## config.mk

```make
export PLATFORM = sky130hd
export DESIGN_NAME = mc_ctrl
export DESIGN_NICKNAME = d
export VERILOG_FILES = /design/src/rtl/mc_ctrl.sv
export SDC_FILE = /design/constraint.sdc
export NUM_CORES = 1
export LEC_CHECK = 0
export ABC_AREA = 0
export CORE_UTILIZATION = 41
export DETAILED_ROUTE_END_ITERATION = 10
export PLACE_DENSITY = 0.76
export SYNTH_ARGS = -nofsm -noshare
export SYNTH_HDL_FRONTEND = slang
export SYNTH_SLANG_ARGS = --single-unit
```

## constraint.sdc

```tcl
create_clock -name clk -period 2.3 [get_ports clk]
set_clock_uncertainty 0.2 [all_clocks]
set_input_delay 0.46 -clock clk [delete_from_list [all_inputs] [get_ports clk]]
set_output_delay 0.46 -clock clk [all_outputs]
set_load 0.005 [all_outputs]
```

## src/rtl/mc_ctrl.sv

```systemverilog
// -----------------------------------------------------------------------------
// mc_ctrl -- multi-cycle MIPS-subset control unit.
//
// Sequences each instruction through FETCH -> DECODE -> EXEC -> MEM -> WB,
// skipping the phases an instruction does not need, and drives the datapath
// control lines combinationally from the current state and instruction fields.
//
// Parameter
//   WAIT_MEM   1: MEM holds until mem_ready=1; 0: MEM always lasts one cycle.
//
// Ports
//   clk        clock, all state updates on the rising edge
//   reset      synchronous active-high reset
//   op         IR[31:26], held stable by the datapath after FETCH
//   funct      IR[5:0]
//   zero       ALU equal flag (beq condition)
//   mem_ready  data memory has completed the access
//   pc_wr      PC write strobe
//   npc_sel    next PC: 00 PC+4, 01 branch target, 10 j/jal target, 11 rs
//   ir_wr      IR write strobe
//   reg_wr     register file write strobe
//   reg_dst    write register: 00 rt, 01 rd, 10 $31
//   wd_sel     write data: 00 ALU, 01 memory, 10 PC register (link)
//   alu_src    ALU B operand: 0 rt, 1 extended immediate
//   alu_op     000 add, 001 sub, 010 or, 011 pass B
//   ext_op     00 zero-extend, 01 sign-extend, 10 imm<<16
//   mem_rd     data memory read strobe
//   mem_wr     data memory write strobe
//   state      current FSM state (debug / checker visibility)
//   illegal    one-cycle pulse in DECODE for an unsupported instruction
//   instr_cnt  retired instruction count (wraps)
//
// Memory handshake: mem_rd / mem_wr act as the request and stay high for
// every cycle spent in MEM; the access completes on the cycle mem_ready=1 is
// sampled with a request high (with WAIT_MEM=0 mem_ready is ignored and the
// access is taken as complete after one cycle).
// -----------------------------------------------------------------------------
module mc_ctrl #(
  parameter bit WAIT_MEM = 1'b1
) (
  input  logic        clk,
  input  logic        reset,
  input  logic [5:0]  op,
  input  logic [5:0]  funct,
  input  logic        zero,
  input  logic        mem_ready,
  output logic        pc_wr,
  output logic [1:0]  npc_sel,
  output logic        ir_wr,
  output logic        reg_wr,
  output logic [1:0]  reg_dst,
  output logic [1:0]  wd_sel,
  output logic        alu_src,
  output logic [2:0]  alu_op,
  output logic [1:0]  ext_op,
  output logic        mem_rd,
  output logic        mem_wr,
  output logic [2:0]  state,
  output logic        illegal,
  output logic [31:0] instr_cnt
);

  localparam logic [2:0] S_FETCH  = 3'd0;
  localparam logic [2:0] S_DECODE = 3'd1;
  localparam logic [2:0] S_EXEC   = 3'd2;
  localparam logic [2:0] S_MEM    = 3'd3;
  localparam logic [2:0] S_WB     = 3'd4;

  localparam logic [5:0] OP_RTYPE = 6'b000000;
  localparam logic [5:0] OP_ORI   = 6'b001101;
  localparam logic [5:0] OP_LUI   = 6'b001111;
  localparam logic [5:0] OP_LW    = 6'b100011;
  localparam logic [5:0] OP_SW    = 6'b101011;
  localparam logic [5:0] OP_BEQ   = 6'b000100;
  localparam logic [5:0] OP_J     = 6'b000010;
  localparam logic [5:0] OP_JAL   = 6'b000011;

  localparam logic [5:0] FN_ADDU  = 6'b100001;
  localparam logic [5:0] FN_SUBU  = 6'b100011;
  localparam logic [5:0] FN_JR    = 6'b001000;
  localparam logic [5:0] FN_NOP   = 6'b000000;

  logic [2:0]  state_q, state_nxt;
  logic [31:0] cnt_q;

  // Instruction decode
  logic is_r, is_addu, is_subu, is_jr, is_nop;
  logic is_ori, is_lui, is_lw, is_sw, is_beq, is_j, is_jal, is_legal;

  assign is_r     = (op == OP_RTYPE);
  assign is_addu  = is_r && (funct == FN_ADDU);
  assign is_subu  = is_r && (funct == FN_SUBU);
  assign is_jr    = is_r && (funct == FN_JR);
  assign is_nop   = is_r && (funct == FN_NOP);
  assign is_ori   = (op == OP_ORI);
  assign is_lui   = (op == OP_LUI);
  assign is_lw    = (op == OP_LW);
  assign is_sw    = (op == OP_SW);
  assign is_beq   = (op == OP_BEQ);
  assign is_j     = (op == OP_J);
  assign is_jal   = (op == OP_JAL);
  assign is_legal = is_addu | is_subu | is_jr | is_nop | is_ori | is_lui |
                    is_lw | is_sw | is_beq | is_j | is_jal;

  // Raw (pre-reset-gating) control values
  logic       pc_wr_c, ir_wr_c, reg_wr_c, mem_rd_c, mem_wr_c, illegal_c;
  logic [1:0] npc_sel_c, reg_dst_c, wd_sel_c, ext_op_c;
  logic       alu_src_c;
  logic [2:0] alu_op_c;

  always_comb begin
    state_nxt = state_q;
    pc_wr_c   = 1'b0;
    npc_sel_c = 2'b00;
    ir_wr_c   = 1'b0;
    reg_wr_c  = 1'b0;
    reg_dst_c = 2'b00;
    wd_sel_c  = 2'b00;
    alu_src_c = 1'b0;
    alu_op_c  = 3'b000;
    ext_op_c  = 2'b00;
    mem_rd_c  = 1'b0;
    mem_wr_c  = 1'b0;
    illegal_c = 1'b0;

    case (state_q)
      S_FETCH: begin
        ir_wr_c   = 1'b1;
        pc_wr_c   = 1'b1;
        npc_sel_c = 2'b00;
        state_nxt = S_DECODE;
      end

      S_DECODE: begin
        state_nxt = S_FETCH;
        if (is_j) begin
          pc_wr_c   = 1'b1;
          npc_sel_c = 2'b10;
        end else if (is_jal) begin
          // PC register already holds PC+4, so link and jump together.
          pc_wr_c   = 1'b1;
          npc_sel_c = 2'b10;
          reg_wr_c  = 1'b1;
          reg_dst_c = 2'b10;
          wd_sel_c  = 2'b10;
        end else if (is_jr) begin
          pc_wr_c   = 1'b1;
          npc_sel_c = 2'b11;
        end else if (is_nop) begin
          state_nxt = S_FETCH;
        end else if (!is_legal) begin
          illegal_c = 1'b1;
        end else begin
          state_nxt = S_EXEC;
        end
      end

      S_EXEC: begin
        state_nxt = S_FETCH;
        if (is_beq) begin
          alu_op_c  = 3'b001;
          alu_src_c = 1'b0;
          ext_op_c  = 2'b01;
          pc_wr_c   = zero;
          npc_sel_c = 2'b01;
        end else if (is_addu) begin
          alu_op_c  = 3'b000;
          state_nxt = S_WB;
        end else if (is_subu) begin
          alu_op_c  = 3'b001;
          state_nxt = S_WB;
        end else if (is_ori) begin
          alu_op_c  = 3'b010;
          alu_src_c = 1'b1;
          ext_op_c  = 2'b00;
          state_nxt = S_WB;
        end else if (is_lui) begin
          alu_op_c  = 3'b011;
          alu_src_c = 1'b1;
          ext_op_c  = 2'b10;
          state_nxt = S_WB;
        end else if (is_lw || is_sw) begin
          alu_op_c  = 3'b000;
          alu_src_c = 1'b1;
          ext_op_c  = 2'b01;
          state_nxt = S_MEM;
        end
      end

      S_MEM: begin
        mem_rd_c = is_lw;
        mem_wr_c = is_sw;
        if (!WAIT_MEM || mem_ready) begin
          state_nxt = is_lw ? S_WB : S_FETCH;
        end
      end

      S_WB: begin
        state_nxt = S_FETCH;
        if (is_addu || is_subu) begin
          reg_wr_c  = 1'b1;
          reg_dst_c = 2'b01;
          wd_sel_c  = 2'b00;
        end else if (is_ori || is_lui) begin
          reg_wr_c  = 1'b1;
          reg_dst_c = 2'b00;
          wd_sel_c  = 2'b00;
        end else if (is_lw) begin
          reg_wr_c  = 1'b1;
          reg_dst_c = 2'b00;
          wd_sel_c  = 2'b01;
        end
      end

      default: state_nxt = S_FETCH;  // unused encodings recover with no strobes
    endcase
  end

  // An instruction retires when it returns to FETCH from a working state,
  // unless it was rejected as illegal. Unused encodings do not count.
  logic retire;
  assign retire = (state_q == S_DECODE || state_q == S_EXEC ||
                   state_q == S_MEM    || state_q == S_WB) &&
                  (state_nxt == S_FETCH) && !illegal_c;

  always_ff @(posedge clk) begin
    if (reset) begin
      state_q <= S_FETCH;
      cnt_q   <= 32'd0;
    end else begin
      state_q <= state_nxt;
      if (retire) cnt_q <= cnt_q + 32'd1;
    end
  end

  // Reset squashes every write strobe so an interrupted instruction has no
  // further side effects, even mid-MEM.
  assign pc_wr     = pc_wr_c   & ~reset;
  assign ir_wr     = ir_wr_c   & ~reset;
  assign reg_wr    = reg_wr_c  & ~reset;
  assign mem_rd    = mem_rd_c  & ~reset;
  assign mem_wr    = mem_wr_c  & ~reset;
  assign illegal   = illegal_c & ~reset;
  assign npc_sel   = npc_sel_c;
  assign reg_dst   = reg_dst_c;
  assign wd_sel    = wd_sel_c;
  assign alu_src   = alu_src_c;
  assign alu_op    = alu_op_c;
  assign ext_op    = ext_op_c;
  assign state     = state_q;
  assign instr_cnt = cnt_q;

endmodule

```

# Word-level counts from Yosys, hierarchy flattened

Index checks and enable logic that the tools add are counted.

Flip-flop bits (word level): 35
Output and inout bits: 53
Bits in latches: 0
Memories: 0
RAM bits: 0
Logic and storage cells: 118
Input bits: 16
ROM bits: 0

$mul: 0
Mux-type cells: 67
Div/mod/pow operators: 0
Shift operators: 0
Reductions and logical operators: 17
Bitwise logic cells: 17
Magnitude comparators: 0
Equality and inequality tests: 14
$add $sub $neg: 1

Operators with widths:

| cell                                          | number |
|---|---|
| two-way mux 2 bit                             | 23 |
| adder 32 x 1 -> 32 bit, second input constant | 1 |
| two-way mux 1 bit                             | 31 |
| == test 6 bit, second input constant          | 4 |
| two-way mux 3 bit                             | 7 |
| == test 6 x 4 -> 1 bit, second input constant | 3 |
| == test 6 x 2 -> 1 bit, second input constant | 2 |
| logical NOT 6 bit                             | 2 |
| one-hot mux 2 bit (2 select lines)            | 3 |
| one-hot mux 3 bit (4 select lines)            | 1 |
| bitwise OR 1 bit                              | 10 |
| AND 1 bit                                     | 6 |
| == test 3 x 2 -> 1 bit, second input constant | 2 |
| == test 6 x 3 -> 1 bit, second input constant | 1 |
| logical AND 1 bit                             | 6 |
| logical NOT 3 bit                             | 2 |
| logical OR 1 bit                              | 6 |
| == test 3 x 1 -> 1 bit, second input constant | 1 |
| == test 3 bit, second input constant          | 1 |
| one-hot mux 1 bit (3 select lines)            | 1 |
| one-hot mux 1 bit (2 select lines)            | 1 |
| logical NOT 1 bit                             | 1 |
| NOT 1 bit                                     | 1 |

# Depth between registers and ports, before layout

Gate-level depths: netlist of the first run.

Depth after elaboration: 21
Gate-level depth with buffers: 9
Depth with buffers taken out: 7

# Worst setup path after synthesis of the first run

No wires, ideal clock.

Path type: input to output
From: in op[0]
To: out reg_wr
Stages: 5
Slack: -0.275 ns
Data arrival time: 1.915 ns
Cells stage by stage: or4_1 > or4_1 > a31oi_1 > nor2_1 > nor2_1

Cells in the longest elaborated chain, start to end: 6
Elaborated cells on any way between the ends: 17
Those cells by class: eq/ne: 5; mux: 6; bitwise: 1; reduce/logical: 5

RTL lines:

| item                                                         | RTL line | text |
|---|---|---|
| start: declaration                                           | 43       | `input logic [5:0] op,` |
| == test 6 bit, or another cell as far along                  | 97       | `assign is_lw = (op == OP_LW);` |
| two-way mux 1 bit, or another cell as far along              | 208      | `end else if (is_lw) begin` |
| two-way mux 1 bit / logical OR 1 bit (equally long branches) | 204, 200 |  |
| two-way mux 1 bit                                            | 200      | `if (is_addu \|\| is_subu) begin` |
| one-hot mux 1 bit (2 select lines) *                         | 126      | `case (state_q)` |
| AND 1 bit *                                                  | 240      | `assign reg_wr = reg_wr_c & ~reset;` |
| end: declaration                                             | 50       | `output logic reg_wr,` |

Mark *: on every way between the ends. The rest lies on a longest branch, timed or not.

# Final worst setup path of the first run

From: in op[1]
To: out alu_op[0]

Cells in the longest elaborated chain, start to end: 7
Elaborated cells on any way between the ends: 12
Those cells by class: eq/ne: 3; mux: 6; reduce/logical: 3

RTL lines:

| item                   | RTL line | text |
|---|---|---|
| == test 6 x 4 -> 1 bit | 96       | `assign is_lui = (op == OP_LUI);` |
| two-way mux 2 bit      | 177      | `end else if (is_lui) begin` |
| two-way mux 2 bit      | 172      | `end else if (is_ori) begin` |
| two-way mux 2 bit      | 169      | `end else if (is_subu) begin` |
| two-way mux 2 bit      | 166      | `end else if (is_addu) begin` |
| two-way mux 2 bit *    | 160      | `if (is_beq) begin` |
| two-way mux 2 bit *    | 126      |  |
| end: declaration       | 54       | `output logic [2:0] alu_op,` |

Marks and branches as above.

==> qor.tcl, run 1 <==
set qor(run_status) {complete, but fails checks}
set qor(failed_checks) {negative setup slack}
set qor(grt.total_usage_pct) 30.3
set qor(antennaDiodeCount) 0
set qor(die_w_um) 72.8
set qor(num_rows) 25
set qor(critical_path_peak_fanout) 2
set qor(routabilityCongestion) 0.915
set qor(timing.final.max_slew_violations) 0
set qor(worstSetupStartpointType) {input pin}
set qor(remaining_global_route_overflow) 0
set qor(setup_viol) 45
set qor(fin_total_pwr_uw) 1360
set qor(routed_wire_length_per_instance_um) 20.0
set qor(layout-area-overhead-vs-synth_pct) 98.1
set qor(path_buf_inv) 4
set qor(fmax_ghz) 0.351
set qor(avgViaCountPerCell) 6.06
set qor(tritoncts.num_buffers) 5
set qor(tritoncts) {done}
set qor(critPathCaptureType) {output pin}
set qor(final_core_utilization_pct) 85.0
set qor(grt_start_max_net_pins) 21
set qor(synthesis.nets) 273
set qor(first_global_vias) 2607
set qor(cts_hold_buffers) 0
set qor(fin_setup_tns_ns) -9.43
set qor(power.density_nw_per_um2) 334
set qor(cts_sinks) 35
set qor(worst_path_class_setup) {in -> out}
set qor(vias) 2961
set qor(post_synth_edffs) 0
set qor(cts_max_path_buffers) 2
set qor(synthesis.instances) 256
set qor(start_util_pct) 42.9
set qor(seq_area_frac_synth_pct) 34.1
set qor(cpLargestDelayFamily) {simple AND/OR/NAND/NOR gates}
set qor(routed_wire_length_um) 9800
set qor(warnings_from_yosys) 0
set qor(power.leakage_uw) 0.00152
set qor(port_buffers) 67
set qor(drive_above_1_share_pct) 48.8
set qor(worst_skew_pair.late_latency_ns) 0.30
set qor(mappedNetlistArea_um2) 2050
set qor(ios) 69
set qor(synth-seq-cells) 35
set qor(min_clock_period_post_route_ns) 2.85
set qor(net_count_reported_at_finish) 438
set qor(fp.dieArea_um2) 5300
set qor(power.ir.vdd_worst_mv) 0.355
set qor(cap_violations) 0
set qor(route.detailed.drc) 0
set qor(critical-path-slowest-cell) {or4_4}
set qor(die_h_um) 72.8
set qor(synth-async-reset-ratio_pct) 0
set qor(synth_top_flop_cell) {dfxtp_1}
set qor(htree_levels) 2
set qor(core_region_area_um2) 4790
set qor(max_stage_delay_ns) 0.53
set qor(crit_required_ns) 1.64
set qor(post-dp-hpwl_um) 4820
set qor(period_share_pct) 124
set qor(grt_antenna_before_repair) 0
set qor(cp_cell_sequence) {buf_6, or4_4, buf_4, buf_6, nor4_4, a22oi_2, a21oi_1, buf_2}
set qor(cts.clk_slew.worst_paths_ns) 0.07
set qor(syn_avg_cell_area_um2) 8.03
set qor(antenna_left) 0
set qor(crit_path_frequent_cell) {buf_6}
set qor(final_hold_viol_count) 0
set qor(grt_setup_unrepaired) {yes}
set qor(grt_first_pass_wirelength_um) 12400
set qor(pre_cts_ws_ns) -1.19
set qor(drt_iter0_drc) 268
set qor(critical_path_arrival_ns) 2.19
set qor(hp-class) {reg -> reg}
set qor(yosysUniqueCellTypes) 48
set qor(setup_slack_after_layout_ns) -0.546
set qor(drt_pass1_iterations) 8
set qor(clockRootBuffer) {clkbuf_8}
[flip-flops by register name (all words and copies together), names as in the netlist]
signal     cells
instr_cnt     32
state          3
[worst register-to-register path: cells and delay by family, from the launching register on]
kind / cells / cell delay [ns]
buf+inv: 1 / 0.21
simple gates: 4 / 1.06
compound gates: 2 / 0.43
flops: 1 / 0.34
fa+ha+maj: 1 / 0.20
[Yosys cell counts, types with 3 or more instances]
library cell | number | share of area, %
inv_1 | 7 | 1.3
a21oi_1 | 31 | 7.6
or2_2 | 4 | 1.2
or4_1 | 8 | 2.9
clkbuf_1 | 4 | 0.73
nand4b_1 | 3 | 1.3
or3_1 | 20 | 6.1
nand2b_1 | 3 | 0.91
nand4_1 | 12 | 3.7
o21ai_0 | 18 | 4.4
xor2_1 | 6 | 2.6
nor3_1 | 5 | 1.2
o31ai_1 | 5 | 1.8
nand2_1 | 13 | 2.4
dfxtp_1 | 35 | 34
nor4_2 | 3 | 1.8
nor2b_1 | 3 | 0.91
nand3_1 | 15 | 3.7
nor2_1 | 20 | 3.7
a211oi_1 | 3 | 1.1
buf_4 | 4 | 1.5
[cells in the final DEF, fill, tap and decap left out, drive strengths merged, types with 2 or more instances in the layout]
| cell | instances |
|---|---|
| o211ai | 2 |
| and3 | 2 |
| clkbuf | 6 |
| nor3 | 5 |
| or2 | 4 |
| nand2 | 13 |
| or3 | 21 |
| inv | 7 |
| nor2 | 20 |
| and4 | 2 |
| o31ai | 5 |
| nor4 | 5 |
| o21ai | 20 |
| dfxtp | 35 |
| a211oi | 3 |
| nand3 | 17 |
| buf | 125 |
| nand4b | 4 |
| clkdlybuf4s50 | 37 |
| clkinvlp | 2 |
| xor2 | 6 |
| or4 | 8 |
| or3b | 2 |
| dlygate4sd2 | 6 |
| a21oi | 31 |
| nand2b | 3 |
| a31oi | 2 |
| nor2b | 3 |
| nand4 | 13 |
[cell families (layout without fill, tap and decap cells)]
group                      after synthesis  count (layout)  share of synthesized area (%)
and+or+nand+nor                        125             125                           37.5
muxes                                    1               1                          0.487
DFF                                     35              35                           34.1
other                                    1               1                          0.183
xor gates and xnor gates                 7               7                           2.98
buffers and inverters                   18             184                           4.51
AOI/OAI and AO/OA                       68              68                           19.7
adders and majority gates                1               1                          0.609
[metal layers]
metal	up-vias	wire, um	GRT usage, %
li1	1300	-	-
met1	1424	3710	36.5
met2	183	4790	51.4
met3	54	743	6.35
met4	0	563	14.4
met5	-	0	0
[where the power goes]
part	internal, uW	leakage (uW)	switching (uW)	total, uW
Sequential	612	0.000284	3.94	616
Clock	211	0.0000402	240	450
Combinational	150	0.00119	143	293
Total	972	0.00152	387	1360
[through the flow]
stage	hold WS [ns]	std cells	cell area, um^2
5_1_grt	0.321	489	4070
6_report	0.309	489	4070
4_1_cts	0.300	473	3680
3_5_place_dp	0.291	446	3260
3_3_place_gp	0.265	446	3260
2_1_floorplan	0.270	256	2070
[worst paths after layout]
kind	cells past startpoint	slack, ns	to	from
max	8	-0.55	alu_op[0]	op[1]
min	2	0.31	instr_cnt[11]	instr_cnt[11]
max reg2reg	8	-0.17	instr_cnt[26]	instr_cnt[0]
min reg2reg	2	0.31	instr_cnt[11]	instr_cnt[11]
[area by class of cell]
type,count,area [um^2]
multi-input combinational,203,1640
timing repair buffer,169,1530
fill,228,716
sequential,35,704
tap,67,83.8
clock buffer,5,68.8
inverter,7,28.8
clock inverter,3,20.0
[what timing repair did]
action / 4_1_cts / 5_1_grt
pin swaps: 43 / 46
gates cloned: 0 / 1
setup endpoints to repair: 51 / 48
setup buffers: 19 / 19
resized for setup: 158 / 75
(Power assumes the default switching activity.)
==> run 2: changes to the inputs <==
- CORE_MARGIN: default -> 2
==> run 2 against run 1 <==
Against the previous run: the run still ends with negative setup slack left; setup slack gained 0.13 ns; clock power up 18%; via count increased by 3.1%; combinational power decreased by 3%; first-iteration DRC count up 1.5%; maximum frequency up 4.7%; die area is 5.6% higher; global-route usage is 0.58 points higher; non-clock buffer count down 2; largest cell class unchanged; largest power group unchanged; highest routed layer unchanged.
==> qor.tcl, run 2 (same netlist as run 1, synthesis figures left out) <==
set qor(run_status) {complete, but fails checks}
set qor(failed_checks) {negative setup slack}
set qor(setup_slack_after_layout_ns) -0.418
set qor(gr-usage-met3_pct) 8.03
set qor(final_hold_viol_count) 0
set qor(route.detailed.drc) 0
set qor(cts.clk_slew.worst_paths_ns) 0.08
set qor(die_h_um) 74.8
set qor(worst_hold_path.num_cells) 2
set qor(r2r_cells) 10
set qor(grt.total_usage_pct) 30.9
set qor(die_w_um) 74.8
set qor(antennaDiodeCount) 0
set qor(start_util_pct) 42.9
set qor(routed_wire_length_per_instance_um) 21.3
set qor(port_buffers) 67
set qor(remaining_global_route_overflow) 0
set qor(routed_wire_length_um) 10400
set qor(critPathCaptureType) {output pin}
set qor(drive_above_1_share_pct) 50.6
set qor(clockRootBuffer) {clkbuf_8}
set qor(pre_cts_ws_ns) -1.17
set qor(period_share_pct) 118
set qor(final_cell_mix) {buf_4, clkdlybuf4s50_1, buf_6}
set qor(htree_levels) 2
set qor(grt_setup_unrepaired) {yes}
set qor(drt_pass1_iterations) 5
set qor(min_clock_period_post_route_ns) 2.72
set qor(met1_usage_pct) 34.5
set qor(layout-area-overhead-vs-synth_pct) 96.7
set qor(num_rows) 25
set qor(power.ir.vdd_worst_mv) 0.400
set qor(post-dp-hpwl_um) 4790
set qor(fin_total_pwr_uw) 1430
set qor(final.hold.worst_slack_ns) 0.313
set qor(tritoncts.num_buffers) 5
set qor(busiest_layer) {met2}
set qor(grt_first_pass_wirelength_um) 13100
set qor(first_global_vias) 2696
set qor(antenna_left) 0
set qor(worst_path_class_setup) {in -> out}
set qor(crit_required_ns) 1.64
set qor(timing.final.max_slew_violations) 0
set qor(cts_hold_buffers) 0
set qor(largest_register_ffs) 32
set qor(ios) 69
set qor(setup_viol) 46
set qor(critical_path_peak_fanout) 4
set qor(drt_iter0_drc) 272
set qor(fp.dieArea_um2) 5590
set qor(power.density_nw_per_um2) 354
set qor(core_region_area_um2) 4790
set qor(critical_path.startpoint) {op[5]}
set qor(critical_path_arrival_ns) 2.06
set qor(routabilityCongestion) 0.856
set qor(power.leakage_uw) 0.00151
set qor(worstSetupStartpointType) {input pin}
set qor(worst_skew_pair.late_latency_ns) 0.31
set qor(layout.cells.most_common) {buf_4}
set qor(cap_violations) 0
set qor(holdCritStartpoint) {instr_cnt[24]}
set qor(net_count_reported_at_finish) 437
set qor(vias) 3054
set qor(avgViaCountPerCell) 6.26
set qor(globalRouteMet2Util_pct) 55.2
set qor(cts_sinks) 35
set qor(grt_start_max_net_pins) 21
set qor(tritoncts) {done}
set qor(hp-class) {reg -> reg}
set qor(cts_max_path_buffers) 2
set qor(grt_antenna_before_repair) 0
set qor(setup.reg_to_reg.worst_slack_ns) -0.23
set qor(fmax_ghz) 0.368
set qor(r2r_start) {state[0]}
[run 2: cell types whose count changed in the layout (fill, tap and decap cells not counted), moves of 3 or more]
cell     change
a21oi_1      -4
a21oi_2      +4
buf_4       +11
buf_6       -14
nand3_2      +3
or3_1        -3
or3_4        +3
[run 2: routing by layer]
layer	up-vias	share of wire, %
li1	1303	-
met2	196	49
met4	0	6.3
met3	65	7.7
met5	-	0
met1	1490	36
[run 2: path summary, 6_finish.rpt]
path                                      end
worst max-delay path                   reg_wr
worst min-delay path            instr_cnt[24]
worst max register to register  instr_cnt[20]
worst min register to register  instr_cnt[24]
[run 2: worst max-delay path, stage by stage]
cell and delay (ns):
buf_6 0.09, or4_4 0.53, or4_4 0.54, a31oi_1 0.18, nor2_1 0.07, nor2_1 0.08, buf_2 0.12
[run 2: where the power goes]
group	internal (uW)	switching, uW
clock network	273	257
logic	140	144
registers	612	4.60
[run 2: layout make-up]
type | count | area (um^2)
Sequential cell | 35 | 703
Timing Repair Buffer | 167 | 1460
Inverter | 7 | 26.3
Fill cell | 235 | 744
Clock buffer | 7 | 96.3
Tap cell | 67 | 83.8
Clock inverter | 1 | 7.51
Multi-Input combinational cell | 204 | 1660
[run 2: per-stage QoR]
step / setup TNS (ns) / util [%] / instance area, um^2 / std cells
after floorplan: -0.806 / - / 2070 / 256
after CTS: -4.75 / 78.4 / 3750 / 476
after detailed placement: -41.56 / 68.3 / 3270 / 447
final: -9.09 / 84.4 / 4040 / 488
after global placement: -39.16 / 68.3 / 3270 / 447
after global routing: -10.83 / 84.4 / 4040 / 488
[run 2: repair_timing]
| action | CTS | global route |
|---|---|---|
| gates cloned | 1 | 0 |
| gates resized for setup | 168 | 64 |
| endpoints found under the setup margin | 51 | 46 |
| pin swaps | 51 | 51 |
| buffers inserted | 21 | 15 |
==> run 3: changes to the inputs <==
- CTS_BUF_LIST: default -> sky130_fd_sc_hd__clkbuf_16
==> run 3 against run 2 <==
Against the previous run: the run still ends with negative setup slack left; die area unchanged; combinational power rose by 3%; wire length is 1.4% higher; non-clock buffer count up 2; critical path depth is the same; power up 11%; maximum frequency down 3.0%; register-to-register slack gained 0.04 ns; via count hardly changed; setup slack worse by 0.083 ns; final area up 0.31%; final cell count is 0.41% higher; critical path type unchanged; largest cell class unchanged.
==> qor.tcl, run 3 (same netlist as run 1, synthesis figures left out) <==
set qor(fmax_ghz) 0.357
set qor(final_hold_viol_count) 0
set qor(num_rows) 25
set qor(layout.cells.most_common) {buf_4}
set qor(avgViaCountPerCell) 6.24
set qor(crit_required_ns) 1.64
set qor(critical_path_arrival_ns) 2.14
set qor(drt_pass1_iterations) 5
set qor(die_w_um) 74.8
set qor(remaining_global_route_overflow) 0
set qor(cts_hold_buffers) 0
set qor(worst_hold_path.endpoint) {instr_cnt[24]}
set qor(grt_start_max_net_pins) 21
set qor(grt_first_pass_wirelength_um) 13300
set qor(grt_antenna_before_repair) 0
set qor(htree_levels) 2
set qor(hp-class) {reg -> reg}
set qor(final.hold.worst_slack_ns) 0.291
set qor(start_util_pct) 42.9
set qor(tritoncts) {done}
set qor(routed_wire_length_um) 10500
set qor(worstSetupStartpointType) {input pin}
set qor(fin_setup_tns_ns) -9.70
set qor(antenna_left) 0
set qor(post-dp-hpwl_um) 4790
set qor(power.leakage_uw) 0.00154
set qor(met1_usage_pct) 35.2
set qor(power.ir.vdd_worst_mv) 0.465
set qor(largest_register_ffs) 32
set qor(run_status) {complete, but fails checks}
set qor(r2r_cells) 8
set qor(grt_setup_unrepaired) {yes}
set qor(vias) 3056
set qor(period_share_pct) 122
set qor(timing.final.max_slew_violations) 0
set qor(r2r_path_end) {instr_cnt[21]}
set qor(grt.total_usage_pct) 31.6
set qor(max_stage_delay_ns) 0.57
set qor(critical_path_peak_fanout) 4
set qor(min_clock_period_post_route_ns) 2.80
set qor(setup_viol) 45
set qor(drive_above_1_share_pct) 45.6
set qor(core_region_area_um2) 4790
set qor(cts_max_path_buffers) 2
set qor(drt_iter0_drc) 354
set qor(antennaDiodeCount) 0
set qor(port_buffers) 67
set qor(holdCritStartpoint) {instr_cnt[24]}
set qor(die_h_um) 74.8
set qor(worst_path_class_setup) {in -> out}
set qor(final_cell_mix) {buf_4, buf_6, clkdlybuf4s50_1}
set qor(routed_wire_length_per_instance_um) 21.5
set qor(failed_checks) {negative setup slack}
set qor(ios) 69
set qor(cts_sinks) 35
set qor(power.density_nw_per_um2) 391
set qor(first_global_vias) 2790
set qor(fp.dieArea_um2) 5590
set qor(tritoncts.num_buffers) 5
set qor(cap_violations) 0
set qor(layout-area-overhead-vs-synth_pct) 97.3
set qor(setup_slack_after_layout_ns) -0.501
set qor(clockRootBuffer) {clkbuf_16}
set qor(cp_cell_sequence) {buf_6, or4_4, or4_4, a31oi_4, nor2_1, nor2_1, buf_2}
set qor(critical_path.startpoint) {op[5]}
set qor(setup.reg_to_reg.worst_slack_ns) -0.19
set qor(worst_hold_path.num_cells) 2
set qor(r2r_start) {instr_cnt[5]}
set qor(gr-usage-met3_pct) 9.24
set qor(net_count_reported_at_finish) 439
set qor(busiest_layer) {met2}
set qor(route.detailed.drc) 0
set qor(worst_skew_pair.late_latency_ns) 0.29
set qor(cts.clk_slew.worst_paths_ns) 0.06
set qor(fin_total_pwr_uw) 1580
set qor(routabilityCongestion) 0.856
set qor(critPathCaptureType) {output pin}
set qor(critical-path-slowest-cell) {or4_4}
set qor(globalRouteMet2Util_pct) 53.9
-- run 3: worst max-delay path, delay by kind of cell --
kind / cells / cell delay [ns]
buffers and inverters: 2 / 0.23
AOI/OAI and AO/OA: 1 / 0.17
and+or+nand+nor: 4 / 1.28
-- run 3: worst max-delay path by stage --
stage                      to  slack, ns  depth (start not counted)
finish                 reg_wr      -0.50                          7
global route           reg_wr      -0.55                          7
CTS                    reg_wr      -0.40                          7
detailed placement     reg_wr      -1.17                          7
global placement       reg_wr      -1.17                          7
floorplan           ext_op[1]      -0.22                          5
-- run 3: final cells by class --
class | instances | area [um^2]
clock buffer | 5 | 125
clock inverter | 3 | 15.0
fill | 245 | 732
inverter | 7 | 26.3
multi-input combinational | 204 | 1600
sequential | 35 | 702
tap | 67 | 83.8
timing repair buffer | 169 | 1510
-- run 3: report_power, final --
group / internal [uW] / switching (uW)
clock: 394 / 280
sequential: 612 / 3.61
combinational: 150 / 143
total: 1160 / 427
-- run 3: through the flow --
| stage | instance area (um^2) | worst slack [ns] | cells | util (%) |
|---|---|---|---|---|
| after detailed placement | 3270 | -1.17 | 447 | 68.3 |
| after floorplan | 2070 | -0.222 | 256 | - |
| after global placement | 3270 | -1.17 | 447 | 68.3 |
| after global routing | 4050 | -0.553 | 490 | 84.7 |
| final | 4050 | -0.501 | 490 | 84.7 |
| after CTS | 3820 | -0.397 | 481 | 79.9 |
-- run 3: timing repair --
item	4_1_cts	5_1_grt
resized for setup	168	49
pin swaps	56	30
setup endpoints to repair	51	48
cloned	1	0
buffers inserted	26	11
hold endpoints to repair	0	0
-- run 3: metal layers --
layer	up-vias	wire, um
li1	1304	-
met1	1466	3970
met2	215	5040
met3	71	834
met4	0	703
met5	-	0
